==> config.mk <==
export PLATFORM = sky130hd
export DESIGN_NAME = imm_ctrl
export DESIGN_NICKNAME = d
export VERILOG_FILES = /design/src/rtl/imm_ctrl_pkg.sv /design/src/rtl/imm_extend_unit.sv /design/src/rtl/imm_ctrl.sv
export SDC_FILE = /design/constraint.sdc
export NUM_CORES = 1
export LEC_CHECK = 0
export CAP_MARGIN = 0
export CELL_PAD_IN_SITES_DETAIL_PLACEMENT = 1
export CELL_PAD_IN_SITES_GLOBAL_PLACEMENT = 1
export CORE_MARGIN = 2
export CORE_UTILIZATION = 35
export DETAILED_ROUTE_END_ITERATION = 16
export GPL_TIMING_DRIVEN = 0
export PLACE_DENSITY_LB_ADDON = 0.1
export SLEW_MARGIN = 20
export SYNTH_ARGS = -nofsm -noshare
export SYNTH_HDL_FRONTEND = slang
export SYNTH_HIERARCHICAL = 1
export SYNTH_SLANG_ARGS = --single-unit
==> constraint.sdc <==
create_clock -name clk -period 1.8 [get_ports clk]
set_input_delay 0.18 -clock clk [delete_from_list [all_inputs] [get_ports clk]]
set_output_delay 0.18 -clock clk [all_outputs]
set_load 0.03 [all_outputs]
==> src/rtl/imm_ctrl_pkg.sv <==
// Shared types and widths for the immediate-extension controller.
// Mode and state encodings live here so the top and the extender agree on them.
package imm_ctrl_pkg;

    localparam int IMM_W  = 12;
    localparam int DATA_W = 16;
    localparam int HI_W   = 4;

    typedef enum logic [1:0] {
        MODE_ZX12 = 2'b00,
        MODE_SX12 = 2'b01,
        MODE_LD16 = 2'b10,
        MODE_ILL  = 2'b11
    } mode_e;

    typedef enum logic [1:0] {
        IDLE    = 2'b00,
        WAIT_HI = 2'b01,
        OUT     = 2'b10
    } state_e;

endpackage

==> src/rtl/imm_extend_unit.sv <==
// Combinational 12->16 extender; sign_ext selects sign- or zero-extension.
// Latency 0, no flow control of its own.
module imm_extend_unit
    import imm_ctrl_pkg::*;
(
    input  logic [IMM_W-1:0]  imm,
    input  logic              sign_ext,
    output logic [DATA_W-1:0] ext
);

    assign ext = {{(DATA_W-IMM_W){sign_ext & imm[IMM_W-1]}}, imm};

endmodule

==> src/rtl/imm_ctrl.sv <==
// Immediate controller: zero/sign-extends a 12-bit immediate or assembles a two-part 16-bit load.
// Latency 1 from request (or upper nibble) to out_valid; out_data held until out_ready.
// Mode 01 sign-extension exists only when IMM_SIGN_EXT_EN is defined; otherwise mode 01 is illegal.
module imm_ctrl
    import imm_ctrl_pkg::*;
#(
    parameter int unsigned HI_TIMEOUT = 15
) (
    input  logic              clk,
    input  logic              rst,
    input  logic              req_valid,
    output logic              req_ready,
    input  logic [1:0]        req_mode,
    input  logic [IMM_W-1:0]  imm_in,
    input  logic              hi_valid,
    output logic              hi_ready,
    input  logic [HI_W-1:0]   hi_nibble,
    output logic              out_valid,
    input  logic              out_ready,
    output logic [DATA_W-1:0] out_data,
    output logic              err
);

    localparam logic [7:0] TIMEOUT_C = 8'(HI_TIMEOUT);

    state_e              state_q, state_d;
    logic [DATA_W-1:0]   data_q, data_d;
    logic [IMM_W-1:0]    lo_q, lo_d;
    logic [7:0]          cnt_q, cnt_d;
    logic                err_q, err_d;
    logic [7:0]          cnt_inc;
    logic                sign_sel;
    logic [DATA_W-1:0]   ext_dat;

`ifdef IMM_SIGN_EXT_EN
    assign sign_sel = (req_mode == MODE_SX12);
`else
    assign sign_sel = 1'b0;
`endif

    imm_extend_unit u_ext (
        .imm      (imm_in),
        .sign_ext (sign_sel),
        .ext      (ext_dat)
    );

    always_comb begin
        state_d = state_q;
        data_d  = data_q;
        lo_d    = lo_q;
        cnt_d   = cnt_q;
        err_d   = 1'b0;
        cnt_inc = cnt_q + 8'd1;
        case (state_q)
            IDLE: begin
                if (req_valid) begin
                    case (mode_e'(req_mode))
                        MODE_ZX12: begin
                            data_d  = ext_dat;
                            state_d = OUT;
                        end
                        MODE_SX12: begin
`ifdef IMM_SIGN_EXT_EN
                            data_d  = ext_dat;
                            state_d = OUT;
`else
                            err_d   = 1'b1;
`endif
                        end
                        MODE_LD16: begin
                            lo_d    = imm_in;
                            cnt_d   = 8'd0;
                            state_d = WAIT_HI;
                        end
                        MODE_ILL: begin
                            err_d   = 1'b1;
                        end
                    endcase
                end
            end
            WAIT_HI: begin
                // An upper nibble arriving in the timeout cycle still wins.
                if (hi_valid) begin
                    data_d  = {hi_nibble, lo_q};
                    state_d = OUT;
                end else if (cnt_inc == TIMEOUT_C) begin
                    err_d   = 1'b1;
                    lo_d    = '0;
                    cnt_d   = 8'd0;
                    state_d = IDLE;
                end else begin
                    cnt_d   = cnt_inc;
                end
            end
            OUT: begin
                if (out_ready) begin
                    state_d = IDLE;
                end
            end
            default: state_d = IDLE;
        endcase
    end

    always_ff @(posedge clk or posedge rst) begin
        if (rst) begin
            state_q <= IDLE;
            data_q  <= '0;
            lo_q    <= '0;
            cnt_q   <= 8'd0;
            err_q   <= 1'b0;
        end else begin
            state_q <= state_d;
            data_q  <= data_d;
            lo_q    <= lo_d;
            cnt_q   <= cnt_d;
            err_q   <= err_d;
        end
    end

    assign req_ready = (state_q == IDLE);
    assign hi_ready  = (state_q == WAIT_HI);
    assign out_valid = (state_q == OUT);
    assign out_data  = data_q;
    assign err       = err_q;

endmodule

## After elaboration in Yosys (flattened, before gate mapping)

Cells that the tools add are included.

| word-level totals | value |
|---|---|
| flip-flop bits (word level) | 39 |
| latch bits | 0 |
| bits in writable memories | 0 |
| ROM bits | 0 |
| input bits | 23 |
| output and inout bits | 20 |
| word-level logic and storage cells | 54 |
| memories kept | 0 |

| cells by class | value |
|---|---|
| $add $sub $neg | 1 |
| multiply operators | 0 |
| divide/modulo/power cells | 0 |
| magnitude comparators | 0 |
| eq/ne operators | 15 |
| shifts and indexed selects | 0 |
| muxes and demuxes | 25 |
| bitwise gates (word level) | 0 |
| reductions and logical operators | 8 |

Operators by type and width:

| kind | number |
|---|---|
| two-way mux 12 bit | 4 |
| two-way mux 16 bit | 3 |
| two-way mux 8 bit | 4 |
| case mux 16 bit (2 select lines) | 1 |
| case mux 12 bit (2 select lines) | 1 |
| case mux 8 bit (2 select lines) | 1 |
| AND reduction 4 bit | 3 |
| adder 8 x 1 -> 8 bit (second input constant) | 1 |
| == test 8 x 4 -> 1 bit (second input constant) | 1 |
| two-way mux 2 bit | 4 |
| inequality test 2 x 1 -> 1 bit (second input constant) | 4 |
| == test 2 bit (second input constant) | 3 |
| inequality test 2 bit (second input constant) | 3 |
| case mux 2 bit (3 select lines) | 1 |
| AND reduction 5 bit | 1 |
| == test 2 x 1 -> 1 bit (second input constant) | 2 |
| zero test 2 bit | 2 |
| two-way mux 1 bit | 4 |
| case mux 2 bit (2 select lines) | 1 |
| inequality test 3 x 1 -> 1 bit (second input constant) | 1 |
| inequality test 3 x 2 -> 1 bit (second input constant) | 1 |
| case mux 1 bit (2 select lines) | 1 |
| nonzero test 2 bit | 1 |
| OR reduction 2 bit | 1 |

## Depth between registers and ports, before layout

| logic depth | value |
|---|---|
| depth in word-level cells | 5 |
| gate-level depth with buffers | 8 |
| depth with buffers taken out | 7 |

## Cells and area by module

Netlist, hierarchy kept.

By module, submodules not included:

| module | times used | cells an instance | area each (µm²) |
|---|---|---|---|
| imm_ctrl | 1 | 200 | 1921.8 |
| imm_extend_unit | 1 | 16 | 118.9 |

## Worst setup path after synthesis

No wires, ideal clock.

| timing | value |
|---|---|
| kind | reg-to-reg |
| start | register cnt_q[0] |
| end | register lo_q[0] |
| setup time | 0.120 ns |
| arrival time | 1.842 ns |
| data required time | 1.680 ns |
| path slack | -0.162 ns |
| cell stages (with the launch flop) | 8 |
| buffers on the path | 1 |
| cells stage by stage | dfrtp_1 -> ha_1 -> and2b_1 -> o21ai_1 -> or4_4 -> nor3_4 -> buf_6 -> nor3_2 |

| between the ends | value |
|---|---|
| longest elaborated chain between the ends | 4 |

Ends and longest elaborated chain:

| what | RTL line | RTL |
|---|---|---|
| from (decl) | imm_ctrl.sv:29 | `logic [7:0] cnt_q, cnt_d;` |
| from (signal assigned) | imm_ctrl.sv:115 | `cnt_q <= cnt_d;` |
| adder 8 x 1 -> 8 bit | imm_ctrl.sv:53 | `cnt_inc = cnt_q + 8'd1;` |
| == test 8 x 4 -> 1 bit | imm_ctrl.sv:86 | `end else if (cnt_inc == TIMEOUT_C) begin` |
| inequality test 2 x 1 -> 1 bit (no source line) | n/a |  |
| AND reduction 5 bit (no source line) | n/a |  |
| to (signal assigned) | imm_ctrl.sv:114 | `lo_q <= lo_d;` |
| to (decl) | imm_ctrl.sv:28 | `logic [IMM_W-1:0] lo_q, lo_d;` |

No other way between the ends.
A chain may end at the register's enable or synchronous reset.

## Worst setup path after layout

| timing | value |
|---|---|
| start | register cnt_q[1] |
| end | register lo_q[8] |

The elaborated chain is that of the path after synthesis.

==> results by group <==
Setup path
  – R2R depth: 7
  – Reg2reg setup slack: -0.19 ns
  – Crit Path Class: reg2reg
  – Endpoint class of the critical path: flop
  – Crit Path Max Fanout: 5
  – FF-to-FF End: lo_q[8]
  – Startpoint Class: flop
  – Reg-to-reg critical path startpoint: cnt_q[1]
  – Crit path DAT: 2.16 ns
  – WP data required: 1.97 ns

GRT
  – Vias in the first global route: 1813
  – Initial antenna violation count: 0
  – Largest net degree at the start of global routing: 31
  – Gr usage total: 18.4%
  – GR Overflow Total: 0
  – First-pass GRT wire length: 8.93 mm

Placement
  – Port bufs: 42
  – Estimated wirelength of the detail-placed design: 3.57 mm
  – Pre-CTS setup slack: -0.405 ns
  – Placed instance area: 2570 um2
  – Gpl congestion: 0.831

Routing
  – First-pass DRT Iterations: 4
  – Vias per cell: 4.77
  – Wire per inst: 14.8 um
  – Starting DRC count in detailed routing: 50
  – Routed WL: 5.24 mm
  – DR vias: 1695
  – Drt drc: 0
  – Post-route ant nets: 0

Synthesis
  – Syn nets: 241
  – Synth Register Bits: 39
  – Ys flop type: dfrtp_1
  – Syn_area_per_cell: 9.45 um2
  – Post-synth EDFFs: 0
  – Cells after synthesis: 216
  – Ys Warns: 6
  – Cell area after synthesis: 2040 um2
  – Sequential fraction of the synthesis area: 47.8%
  – Asr flop ratio synth: 100%
  – Yosys cell types: 37

Floorplanning
  – Starting density of the core: 36.6%
  – I/O pin cnt: 43
  – Die width: 80.4 um
  – Core ar.: 5570 um2
  – Die Y: 80.4 um
  – Die ar.: 6460 um2
  – Num rows: 27

Clock tree
  – Max H-tree Level: 2
  – Worst skew pair latency: 0.29 ns
  – CTS Sinks: 39
  – Clk buf depth: 2
  – Total CTS buffers: 5
  – CTS tree: built
  – Root buffer cell: clkbuf_8
  – Clock transition at path regs: 0.08 ns

Job
  – Maxcap violations: 0

Power
  – Peak VDD IR: 573 uV
  – Leakage power: 1.33 nW
  – Overall power: 3.37 mW
  – Power per Cell Area: 1160 nW/um2

Timing
  – Min Tclk post-route: 1.99 ns
  – Tightest Pin Transition: 0.576 ns
  – Final setup TNS: -2.61 ns
  – Max transition margin: 61.6%
  – Tcrit/Tclk final: 111%
  – RSZ-0062 raised after global routing: true
  – Max Slew Vio Count: 0
  – Final WS setup: -0.190 ns
  – Clock Skew: 0.00627 ns
  – Finish-stage setup viols: 15
  – Max frequency: 0.503 GHz
  – Fin. Hold Viols: 0

Cells and area
  – Final core utilization: 52.1%
  – Share of cells above drive strength 1: 28.6%
  – Number of diodes: 0
  – Fillers: 665
  – Post-layout instance area: 2900 um2
  – Layout Nets: 307
  – Flip-flop and latch area: 981 um2
  – Area grow syn2layout: 42.2%
  – Footprint of the multi-input gates: 962 um2

Hold path
  – HP Class: in2async

Run status
  – Status: complete, but fails checks
  – Violated checks: negative setup slack
-- state kept, by name, summed over array words and instances, names as in the netlist --
name and flops:
out_data 16, err 1, lo_q 12, state_q 2, cnt_q 8
-- placed cells by master, fill, tap and decap left out, types with 2 or more instances in the layout --
master,n
nand2b_1,3
clkbuf_8,7
mux2i_1,17
nor3_2,12
clkbuf_1,4
nor2b_1,2
dfrtp_2,4
a21oi_1,17
clkbuf_2,4
o21ai_0,6
nor2_1,46
dlygate4sd2_1,2
nor3_1,2
nor2_2,2
nand2_1,11
buf_6,7
inv_1,3
nand4_1,2
o21ai_2,4
clkdlybuf4s50_1,39
buf_4,27
dfrtp_1,35
-- critical path, stage by stage, from the launching register on --
cell	delay [ns]
dfrtp_2	0.44
ha_4	0.17
and2b_1	0.22
o21ai_2	0.06
or4_4	0.46
nor3_4	0.28
buf_6	0.19
nor3_2	0.04
-- synth_stat cells (all sizes together) (3+ instances only) --
master | instances | area (um2)
nor2 | 48 | 180
dfrtp | 39 | 976
buf | 19 | 144
a21oi | 17 | 85.1
mux2i | 17 | 170
nor3 | 15 | 136
nand2 | 11 | 41.3
o21ai | 11 | 55.1
clkbuf | 7 | 27.5
inv | 4 | 15.0
nand2b | 3 | 18.8
nor2b | 3 | 18.8
-- logic make-up (layout without fill, tap and decap cells) --
| kind of cell | Yosys count | in the layout | synth area share [%] |
|---|---|---|---|
| AO/OA/AOI/OAI | 34 | 34 | 9.20 |
| XOR/XNOR | 3 | 3 | 1.29 |
| adder cells (fa/ha/maj) | 2 | 2 | 1.23 |
| buffers and inverters | 30 | 97 | 9.13 |
| flip-flops | 39 | 39 | 47.8 |
| multiplexers | 17 | 17 | 8.34 |
| other | 1 | 1 | 0.184 |
| AND/OR/NAND/NOR | 90 | 90 | 22.8 |
-- worst max-delay path by stage --
stage / start / to / slack (ns) / cells past startpoint
final: cnt_q[1] / lo_q[8] / -0.19 / 7
after global routing: cnt_q[0] / lo_q[2] / -0.24 / 7
after CTS: cnt_q[1] / lo_q[11] / -0.17 / 7
after detailed placement: state_q[0] / hi_ready / -0.40 / 5
after global placement: state_q[0] / hi_ready / -0.38 / 5
after floorplan: cnt_q[1] / lo_q[8] / -0.11 / 7
-- layout make-up --
class,count,share of cell area (%)
clock buffers,8,3.45
flip-flops and latches,39,33.8
multi-input cells,147,33.2
well taps,72,3.10
plain buffers,26,6.38
inverters,4,0.517
repair buffers,59,19.6
-- stage by stage --
stage | cells | hold slack, ns
final | 355 | 0.129
after global routing | 355 | 0.132
after CTS | 350 | 0.130
after detailed placement | 331 | 0.446
after floorplan | 216 | 0.332
after global placement | 330 | 0.493
-- report_power, final --
part	internal [mW]	total [mW]	switching, mW
registers	1.14	1.31	0.166
clock network	0.350	0.652	0.303
logic	0.653	1.41	0.754
-- routing by layer --
layer,GRT usage [%],vias up,wire length [um]
met5,0,-,0
met4,4.07,0,51
met3,3.71,5,136
met2,32.8,27,2630
met1,22.8,823,2420
li1,-,840,-
-- what timing repair did --
item                                    4_1_cts  5_1_grt
gates cloned                                  1        0
gates resized for setup                      25       16
endpoints found under the setup margin       38       34
hold buffers                                  0        0
pin swaps                                     4        3
buffers inserted                             10        5
Power figures use the tool's default switching activity.
